### src/rtl/fetch_unit_pkg.sv
// Shared fetch/decode definitions: widths, opcode field position, opcode set and FSM states.
package fetch_unit_pkg;

   localparam int unsigned ADDR_W     = 16;
   localparam int unsigned INSTR_W    = 16;
   localparam int unsigned OPCODE_W   = 5;
   localparam int unsigned OPCODE_MSB = INSTR_W - 1;
   localparam int unsigned OPCODE_LSB = INSTR_W - OPCODE_W;

   // Full opcode set, shared with the decoder
   localparam logic [OPCODE_W-1:0] OP_NOP    = 5'd0;
   localparam logic [OPCODE_W-1:0] OP_ADD    = 5'd1;
   localparam logic [OPCODE_W-1:0] OP_SUB    = 5'd2;
   localparam logic [OPCODE_W-1:0] OP_MOV    = 5'd3;
   localparam logic [OPCODE_W-1:0] OP_INC    = 5'd4;
   localparam logic [OPCODE_W-1:0] OP_DEC    = 5'd5;
   localparam logic [OPCODE_W-1:0] OP_AND    = 5'd6;
   localparam logic [OPCODE_W-1:0] OP_OR     = 5'd7;
   localparam logic [OPCODE_W-1:0] OP_XOR    = 5'd8;
   localparam logic [OPCODE_W-1:0] OP_NOT    = 5'd9;
   localparam logic [OPCODE_W-1:0] OP_SHL    = 5'd10;
   localparam logic [OPCODE_W-1:0] OP_SHR    = 5'd11;
   localparam logic [OPCODE_W-1:0] OP_LOAD   = 5'd12;
   localparam logic [OPCODE_W-1:0] OP_STORE  = 5'd13;
   localparam logic [OPCODE_W-1:0] OP_LOADI  = 5'd14;
   localparam logic [OPCODE_W-1:0] OP_CMP    = 5'd15;
   localparam logic [OPCODE_W-1:0] OP_JF     = 5'd16;
   localparam logic [OPCODE_W-1:0] OP_LOADBR = 5'd17;
   localparam logic [OPCODE_W-1:0] OP_HALT   = 5'd31;

   typedef enum logic {
      S_FETCH  = 1'b0,
      S_HALTED = 1'b1
   } fetch_state_e;

   function automatic logic [OPCODE_W-1:0] get_opcode(input logic [INSTR_W-1:0] word);
      return word[OPCODE_MSB -: OPCODE_W];
   endfunction

endpackage

### src/rtl/fetch_unit_if.sv
// Fetch-stage bus: instruction-memory handshake, redirect input and the IR presented to decode.
interface fetch_unit_if;

   logic                                   imem_req;
   logic [fetch_unit_pkg::ADDR_W-1:0]      imem_addr;
   logic                                   imem_ready;
   logic [fetch_unit_pkg::INSTR_W-1:0]     imem_rdata;
   logic                                   stall;
   logic                                   redirect_valid;
   logic [fetch_unit_pkg::ADDR_W-1:0]      redirect_pc;
   logic [fetch_unit_pkg::INSTR_W-1:0]     ir;
   logic                                   ir_valid;
   logic [fetch_unit_pkg::OPCODE_W-1:0]    opcode;
   logic [fetch_unit_pkg::ADDR_W-1:0]      ir_pc;
   logic                                   halted;

   modport master (
      output imem_req, imem_addr, ir, ir_valid, opcode, ir_pc, halted,
      input  imem_ready, imem_rdata, stall, redirect_valid, redirect_pc
   );

   modport slave (
      input  imem_req, imem_addr, ir, ir_valid, opcode, ir_pc, halted,
      output imem_ready, imem_rdata, stall, redirect_valid, redirect_pc
   );

endinterface

### src/rtl/fetch_unit_pc_counter.sv
// Program counter: sync reset to RESET_PC, redirect load beats increment, wraps mod 2^ADDR_W.
module pc_counter
   import fetch_unit_pkg::*;
#(
   parameter logic [ADDR_W-1:0] RESET_PC = '0
) (
   input  logic              clk,
   input  logic              rst,
   input  logic              load,
   input  logic [ADDR_W-1:0] load_pc,
   input  logic              inc,
   output logic [ADDR_W-1:0] pc
);

   always_ff @(posedge clk) begin
      if (rst) begin
         pc <= RESET_PC;
      end else if (load) begin
         pc <= load_pc;
      end else if (inc) begin
         pc <= pc + ADDR_W'(1);
      end
   end

endmodule

### src/rtl/fetch_unit.sv
// Instruction fetch stage: PC, imem handshake, instruction register with stall hold,
// redirect flush and HALT stop.
module fetch_unit
   import fetch_unit_pkg::*;
#(
   parameter logic [ADDR_W-1:0] RESET_PC = '0
) (
   input logic          clk,
   input logic          rst,
   fetch_unit_if.master bus
);

   fetch_state_e         state;
   logic [INSTR_W-1:0]   ir;
   logic                 ir_valid;
   logic [ADDR_W-1:0]    ir_pc;
   logic                 halted;
   logic [ADDR_W-1:0]    pc;
   logic                 req;
   logic                 accept;

   // Request only when the IR slot is free or being consumed this cycle
   assign req    = !rst && (state == S_FETCH) && (!ir_valid || !bus.stall);
   assign accept = req && bus.imem_ready && !bus.redirect_valid;

   pc_counter #(
      .RESET_PC (RESET_PC)
   ) u_pc_counter (
      .clk     (clk),
      .rst     (rst),
      .load    (bus.redirect_valid),
      .load_pc (bus.redirect_pc),
      .inc     (accept),
      .pc      (pc)
   );

   // Redirect outranks accept; a speculatively fetched HALT is undone by the redirect
   always_ff @(posedge clk) begin
      if (rst) begin
         state    <= S_FETCH;
         ir       <= '0;
         ir_valid <= 1'b0;
         ir_pc    <= '0;
         halted   <= 1'b0;
      end else if (bus.redirect_valid) begin
         state    <= S_FETCH;
         ir_valid <= 1'b0;
         halted   <= 1'b0;
      end else if (accept) begin
         ir       <= bus.imem_rdata;
         ir_pc    <= pc;
         ir_valid <= 1'b1;
         if (get_opcode(bus.imem_rdata) == OP_HALT) begin
            state  <= S_HALTED;
            halted <= 1'b1;
         end
      end else if (ir_valid && !bus.stall) begin
         ir_valid <= 1'b0;
      end
   end

   assign bus.imem_req  = req;
   assign bus.imem_addr = pc;
   assign bus.ir        = ir;
   assign bus.ir_valid  = ir_valid;
   assign bus.opcode    = get_opcode(ir);
   assign bus.ir_pc     = ir_pc;
   assign bus.halted    = halted;

endmodule

### src/flat_wrapper.sv
// flat-port wrapper written by rule: the top's interface ports become plain ports
module fetch_unit_flat import fetch_unit_pkg::*;
#(
   parameter logic [ADDR_W-1:0] RESET_PC = '0
)
  (clk, rst, bus_imem_req, bus_imem_addr, bus_ir, bus_ir_valid, bus_opcode, bus_ir_pc, bus_halted, bus_imem_ready, bus_imem_rdata, bus_stall, bus_redirect_valid, bus_redirect_pc);
  fetch_unit_if bus_i ();
  input logic clk;
  input logic rst;
  output wire logic [$bits(bus_i.imem_req)-1:0] bus_imem_req;
  output wire logic [$bits(bus_i.imem_addr)-1:0] bus_imem_addr;
  output wire logic [$bits(bus_i.ir)-1:0] bus_ir;
  output wire logic [$bits(bus_i.ir_valid)-1:0] bus_ir_valid;
  output wire logic [$bits(bus_i.opcode)-1:0] bus_opcode;
  output wire logic [$bits(bus_i.ir_pc)-1:0] bus_ir_pc;
  output wire logic [$bits(bus_i.halted)-1:0] bus_halted;
  input wire logic [$bits(bus_i.imem_ready)-1:0] bus_imem_ready;
  input wire logic [$bits(bus_i.imem_rdata)-1:0] bus_imem_rdata;
  input wire logic [$bits(bus_i.stall)-1:0] bus_stall;
  input wire logic [$bits(bus_i.redirect_valid)-1:0] bus_redirect_valid;
  input wire logic [$bits(bus_i.redirect_pc)-1:0] bus_redirect_pc;
  assign bus_imem_req = bus_i.imem_req;
  assign bus_imem_addr = bus_i.imem_addr;
  assign bus_ir = bus_i.ir;
  assign bus_ir_valid = bus_i.ir_valid;
  assign bus_opcode = bus_i.opcode;
  assign bus_ir_pc = bus_i.ir_pc;
  assign bus_halted = bus_i.halted;
  assign bus_i.imem_ready = bus_imem_ready;
  assign bus_i.imem_rdata = bus_imem_rdata;
  assign bus_i.stall = bus_stall;
  assign bus_i.redirect_valid = bus_redirect_valid;
  assign bus_i.redirect_pc = bus_redirect_pc;
  fetch_unit #(.RESET_PC(RESET_PC)) u_core (.clk(clk), .rst(rst), .bus(bus_i));
endmodule
### config.mk
export PLATFORM = sky130hd
export DESIGN_NAME = fetch_unit_flat
export DESIGN_NICKNAME = d
export VERILOG_FILES = /design/src/rtl/fetch_unit_pkg.sv /design/src/rtl/fetch_unit_if.sv /design/src/rtl/fetch_unit_pc_counter.sv /design/src/rtl/fetch_unit.sv /design/src/flat_wrapper.sv
export SDC_FILE = /design/constraint.sdc
export NUM_CORES = 1
export LEC_CHECK = 0
export CAP_MARGIN = 30
export CORE_MARGIN = 1.5
export CORE_UTILIZATION = 38
export CTS_CLUSTER_SIZE = 8
export DETAILED_ROUTE_END_ITERATION = 10
export GPL_TIMING_DRIVEN = 0
export PLACE_DENSITY = 0.79
export SETUP_SLACK_MARGIN = 0.05
export SYNTH_ARGS = -nofsm -noshare
export SYNTH_HDL_FRONTEND = slang
export SYNTH_SLANG_ARGS = --single-unit
export TNS_END_PERCENT = 1
### constraint.sdc
create_clock -name clk -period 1.5 [get_ports clk]
set_clock_uncertainty 0.05 [all_clocks]
set_input_delay 0.3 -clock clk [delete_from_list [all_inputs] [get_ports clk]]
set_output_delay 0.3 -clock clk [all_outputs]
set_load 0.02 [all_outputs]
# ---- Yosys cells after proc, flatten, opt, wreduce, memory -nomap -nowiden
# Cells that the tools add are included.
dict set report word_totals {
  regBits 50
  inputBits 37
  output_inout_bits 56
  wordCells 28
}
dict set report op_classes {
  n_addsub 1
  eq_ne 1
  muxes 4
  bitwise 2
  n_reduce_logical 15
}
# operator n
set op_table {}
lappend op_table {{16-bit 2-to-1 mux} 2}
lappend op_table {{16-bit by 1-bit adder with 16-bit output, second input constant} 1}
lappend op_table {{5-bit == test, second input constant} 1}
lappend op_table {{1-bit logical AND} 5}
lappend op_table {{1-bit zero test} 4}
lappend op_table {{2-bit AND reduction} 2}
lappend op_table {{2-bit nonzero test} 2}
lappend op_table {{1-bit 2-to-1 mux} 2}
lappend op_table {{1-bit NOT} 2}
lappend op_table {{2-bit OR reduction} 1}
lappend op_table {{1-bit logical OR} 1}

# ---- Logic depth before layout (Yosys ltp)
# Gate-level depths: netlist of run 1.
dict set report depth {
  word_depth 7
  mapped_depth 6
  mapped_depth_nobuf 4
}

# ---- Modules after synthesis
# A second synthesis of run 1 with hierarchy kept.
dict set report unflattened {
  cells_unflattened 270
  area_unflattened_um2 2439.8
}
# mod instances cells_per_inst area_each_um2 seq_area_each_um2
set modules_own_cells {}
lappend modules_own_cells {fetch_unit 1 158 1455.1 680.7}
lappend modules_own_cells {pc_counter 1 112 984.7 320.3}

# ---- Worst setup path after synthesis of run 1
# No wires, ideal clock.
dict set report synth_timing {
  path_kind {register to register}
  start {register u_core.u_pc_counter.pc[7]}
  end {register u_core.u_pc_counter.pc[15]}
  setup_time_ns 0.091
  arrival_ns 1.660
  required_ns 1.359
  path_slack_ns -0.301
  path_stages_with_launch 5
  path_buffers 0
  period_less_slack_ns 1.801
  path_cell_list {dfxtp_1 -> and4_1 -> nand4_2 -> or4_1 -> a311oi_1}
}
dict set report synth_between {
  elab_chain_cells 3
}
# element line_no
set synth_lines {}
lappend synth_lines {{from (decl)} fetch_unit_pc_counter.sv:12} ;# output logic [ADDR_W-1:0] pc
lappend synth_lines {{from (signal assigned)} fetch_unit_pc_counter.sv:19} ;# pc <= load_pc;
lappend synth_lines {{from (signal assigned)} fetch_unit_pc_counter.sv:21} ;# pc <= pc + ADDR_W'(1);
lappend synth_lines {{16-bit by 1-bit adder with 16-bit output} fetch_unit_pc_counter.sv:21}
lappend synth_lines {{16-bit 2-to-1 mux} fetch_unit_pc_counter.sv:20} ;# end else if (inc) begin
lappend synth_lines {{16-bit 2-to-1 mux} fetch_unit_pc_counter.sv:18} ;# end else if (load) begin
# Every way passes these cells. The select of a mux whose other input is x is not followed.
# A chain may end at the register's enable or synchronous reset.

# ---- Final worst setup path of run 1
dict set report layout_timing {
  start {register u_core.u_pc_counter.pc[7]}
  end {register u_core.u_pc_counter.pc[13]}
}
# Same word-level chain as after synthesis.

==> results.py, run 1 <==
metrics = {
    "sta": {
        "setup_ws_ns": -0.178,
        "slew_viol_final": 0,
        "finalSetupViolCount": 19,
        "rsz0062_at_grt": "yes",
        "fin_crit_sh_pct": 112,
        "hold_viol": 0,
        "period_needed_ns": 1.68,
        "hold_slack_ns": 0.245,
        "fmax_ghz": 0.596,
        "worst_slew_pin_slew_ns": 0.572,
        "slew_headroom_pct": 61.8,
    },
    "clock_tree": {
        "path_clk_slew_ns": 0.09,
        "numCtsBuffers": 5,
        "htreeDepth": 2,
        "clock_path_buffers": 2,
        "cts_sinks": 50,
        "cts_tree": "built",
        "ctsRootBufferMaster": "clkbuf_8",
        "clkLatencyLatePin_ns": 0.29,
    },
    "finish": {
        "fin_nets": 372,
        "fin_area_sq_um": 3340,
        "antenna_cells": 0,
        "areaGrowthSynthToFinish_pct": 54.1,
        "finish.utilization_pct": 60.7,
        "drive_gt1_share_pct": 20.9,
    },
    "global_routing": {
        "grt_pass1_wl_um": 8920,
        "antenna_found_initial": 0,
        "grt_pass1_vias": 1962,
        "grt_max_degree": 16,
        "grt_use_total_pct": 17.9,
        "overflow": 0,
    },
    "synthesis": {
        "synth_top_family_by_area": "simple AND/OR/NAND/NOR gates",
        "synth_edf_count": 0,
        "synth-seq-cells": 50,
        "synth_common_cells": "dfxtp_1, nor2_1, mux2i_1, a311oi_1",
        "synth_xor_area_share_pct": 2.42,
        "synth_flop_cell": "dfxtp_1",
        "ys_types": 35,
        "yosys_warnings": 0,
        "avgSynthCellArea_sq_um": 9.64,
        "synth.most_common_cell": "dfxtp_1",
        "synth_mux_area_share_pct": 14.8,
        "synth_top_area_share_pct": 46.2,
        "synth_top_cell_by_area": "dfxtp_1",
        "synth_async_sr_flop_share_pct": 0,
        "synth-simple-area-share_pct": 20.9,
        "synthCells": 225,
        "synth.area.top_cells": "dfxtp_1, mux2i_1, nor2_1",
        "synthAdderAreaFrac_pct": 0.577,
        "synth_nets": 263,
        "syn_area_sq_um": 2170,
        "synth_compound_area_share_pct": 9.12,
        "seq_area_frac_synth_pct": 46.2,
    },
    "drt": {
        "wl_per_cell_um": 13.3,
        "wl_um": 5420,
        "drtPass1Iterations": 4,
        "vias": 2030,
        "drt_iter0_markers": 68,
        "vias_per_cell": 4.99,
        "ant_nets": 0,
        "drc": 0,
    },
    "floorplan": {
        "design.core.area_sq_um": 5510,
        "die-area_sq_um": 6170,
        "num_io_pins": 93,
        "die_width_um": 78.5,
        "start_util_pct": 39.4,
        "die_h_um": 78.5,
        "row_count": 27,
    },
    "worst_setup_path": {
        "worst_r2r_endpoint": "u_core.u_pc_counter.pc[13]",
        "arrival_ns": 1.83,
        "path_class": "reg2reg",
        "cp-end-kind": "register",
        "critical_path.startpoint": "u_core.u_pc_counter.pc[7]",
        "startpoint_type": "register",
        "required_ns": 1.66,
        "timing.rr.start": "u_core.u_pc_counter.pc[7]",
        "reg2reg_depth": 4,
        "cp_max_fo": 8,
        "cp-endpoint": "u_core.u_pc_counter.pc[13]",
        "ff2ff_setup_slack_ns": -0.18,
    },
    "placed_design": {
        "numPortBuffers": 91,
        "place_congestion": 0.791,
        "dpl.hpwl_um": 3870,
        "place_ws_ns": -0.673,
        "place_area_sq_um": 3200,
    },
    "run_status": {
        "status": "finished with violations",
        "violations": "negative setup slack",
    },
    "power_and_ir_drop": {
        "clkPwrFrac_pct": 29.6,
        "comb_power_share_pct": 17.7,
        "p_sw_share_pct": 26.8,
        "leakagePower_uw": 0.00166,
        "power.density_nw_per_um2": 816,
        "power.internal_uw": 2000,
        "p_seq_share_pct": 52.7,
        "ir_worst_vdd_v": 0.000526,
        "switchingPower_uw": 731,
        "p_total_uw": 2730,
    },
    "min_path": {
        "holdCritPathClass": "in2reg",
    },
    "job": {
        "timing.max_cap.violations": 0,
    },
}
stage by stage:
stage	std cells	TNS, ns
2_1_floorplan	225	-1.63
3_3_place_gp	388	-22.85
3_5_place_dp	388	-23.48
4_1_cts	401	-1.36
5_1_grt	407	-4.06
6_report	407	-1.23
power groups by stage:
stage	logic, uW	clock network (uW)	registers [uW]
after detailed placement	496	0	1470
after CTS	465	832	1440
after global routing	521	898	1450
final	484	806	1440
after floorplan	177	0	1530
after global placement	491	0	1470
layer usage:
layer	share of wire [%]	wire length, um	global-route usage (%)
met5	0	0	0
met4	0.28	15	3.21
met3	6.5	353	4.53
met2	48	2580	32.1
met1	46	2480	21.6
how the worst min path moves through the flow:
| stage | depth (start not counted) | slack (ns) | start | endpoint |
|---|---|---|---|---|
| after floorplan | 1 | 0.32 | bus_redirect_valid | u_core.state |
| after CTS | 3 | 0.24 | rst | u_core.bus.ir_valid |
| after detailed placement | 2 | 0.43 | u_core.bus.ir[0] | u_core.bus.ir[0] |
| final | 3 | 0.24 | rst | u_core.bus.ir_valid |
| after global placement | 2 | 0.42 | u_core.bus.ir[2] | u_core.bus.ir[2] |
| after global routing | 3 | 0.23 | rst | u_core.bus.ir_valid |
placed cells by master (no fill, tap or decap), drive strengths merged:
| cell type | n |
|---|---|
| inv | 4 |
| clkdlybuf4s15 | 3 |
| dlygate4sd1 | 1 |
| o31ai | 3 |
| nand4 | 8 |
| clkdlybuf4s50 | 33 |
| nand2b | 1 |
| and4 | 2 |
| and2 | 3 |
| mux2i | 32 |
| clkbuf | 18 |
| a311oi | 10 |
| nor2 | 49 |
| nor2b | 1 |
| dfxtp | 50 |
| xnor2 | 1 |
| buf | 28 |
| nand3 | 4 |
| nand2 | 7 |
| ha | 1 |
| a21oi | 1 |
| clkinv | 1 |
| dlygate4sd2 | 43 |
| nor3 | 3 |
| a21boi | 1 |
| or3 | 6 |
| a211oi | 6 |
| or4 | 3 |
| xor2 | 5 |
| o21ai | 6 |
| and3 | 1 |
registers in the layout, indices dropped and copies added (netlist names):
| signal | flops |
|---|---|
| u_core.bus.ir | 16 |
| u_core.bus.ir_pc | 16 |
| u_core.bus.ir_valid | 1 |
| u_core.state | 1 |
| u_core.u_pc_counter.pc | 16 |
cells by family (layout without fill, tap and decap cells):
family,after synthesis,after routing
AO/OA/AOI/OAI,27,27
XOR/XNOR,6,6
adder cells (fa/ha/maj),1,1
buffers and inverters,21,131
flip-flops,50,50
multiplexers,32,32
AND/OR/NAND/NOR,88,88
cell type report:
cell class / count / area, sq um
inverter: 3 / 11.3
tap: 72 / 90.1
fill: 482 / 2170
multi-input combinational: 154 / 1080
buffer: 18 / 128
sequential: 50 / 1040
clock buffer: 6 / 82.6
clock inverter: 2 / 11.3
timing repair buffer: 102 / 902
timing repair:
item | CTS | global route
endpoints found under the setup margin | 101 | 52
hold buffers | 0 | 0
resized for setup | 74 | 23
setup buffers | 5 | 6
pin swaps | 5 | 6
critical path, stage by stage (launching register included):
cell      delay (ns)
dfxtp_4         0.39
and4_1          0.22
nand4_2         0.17
or3_2           0.51
a311oi_2        0.25
Power figures use the tool's default switching activity.
==> run 2, diff against run 1 <==
SLEW_MARGIN = 20   (was default)
==> results of run 2 <==
No change in the layout: final DEF, timing and power equal those of run 1.
==> run 3, diff against run 2 <==
HOLD_SLACK_MARGIN = 0.1   (was default)
==> results of run 3 <==
No change in the layout: final DEF, timing and power equal those of run 1.
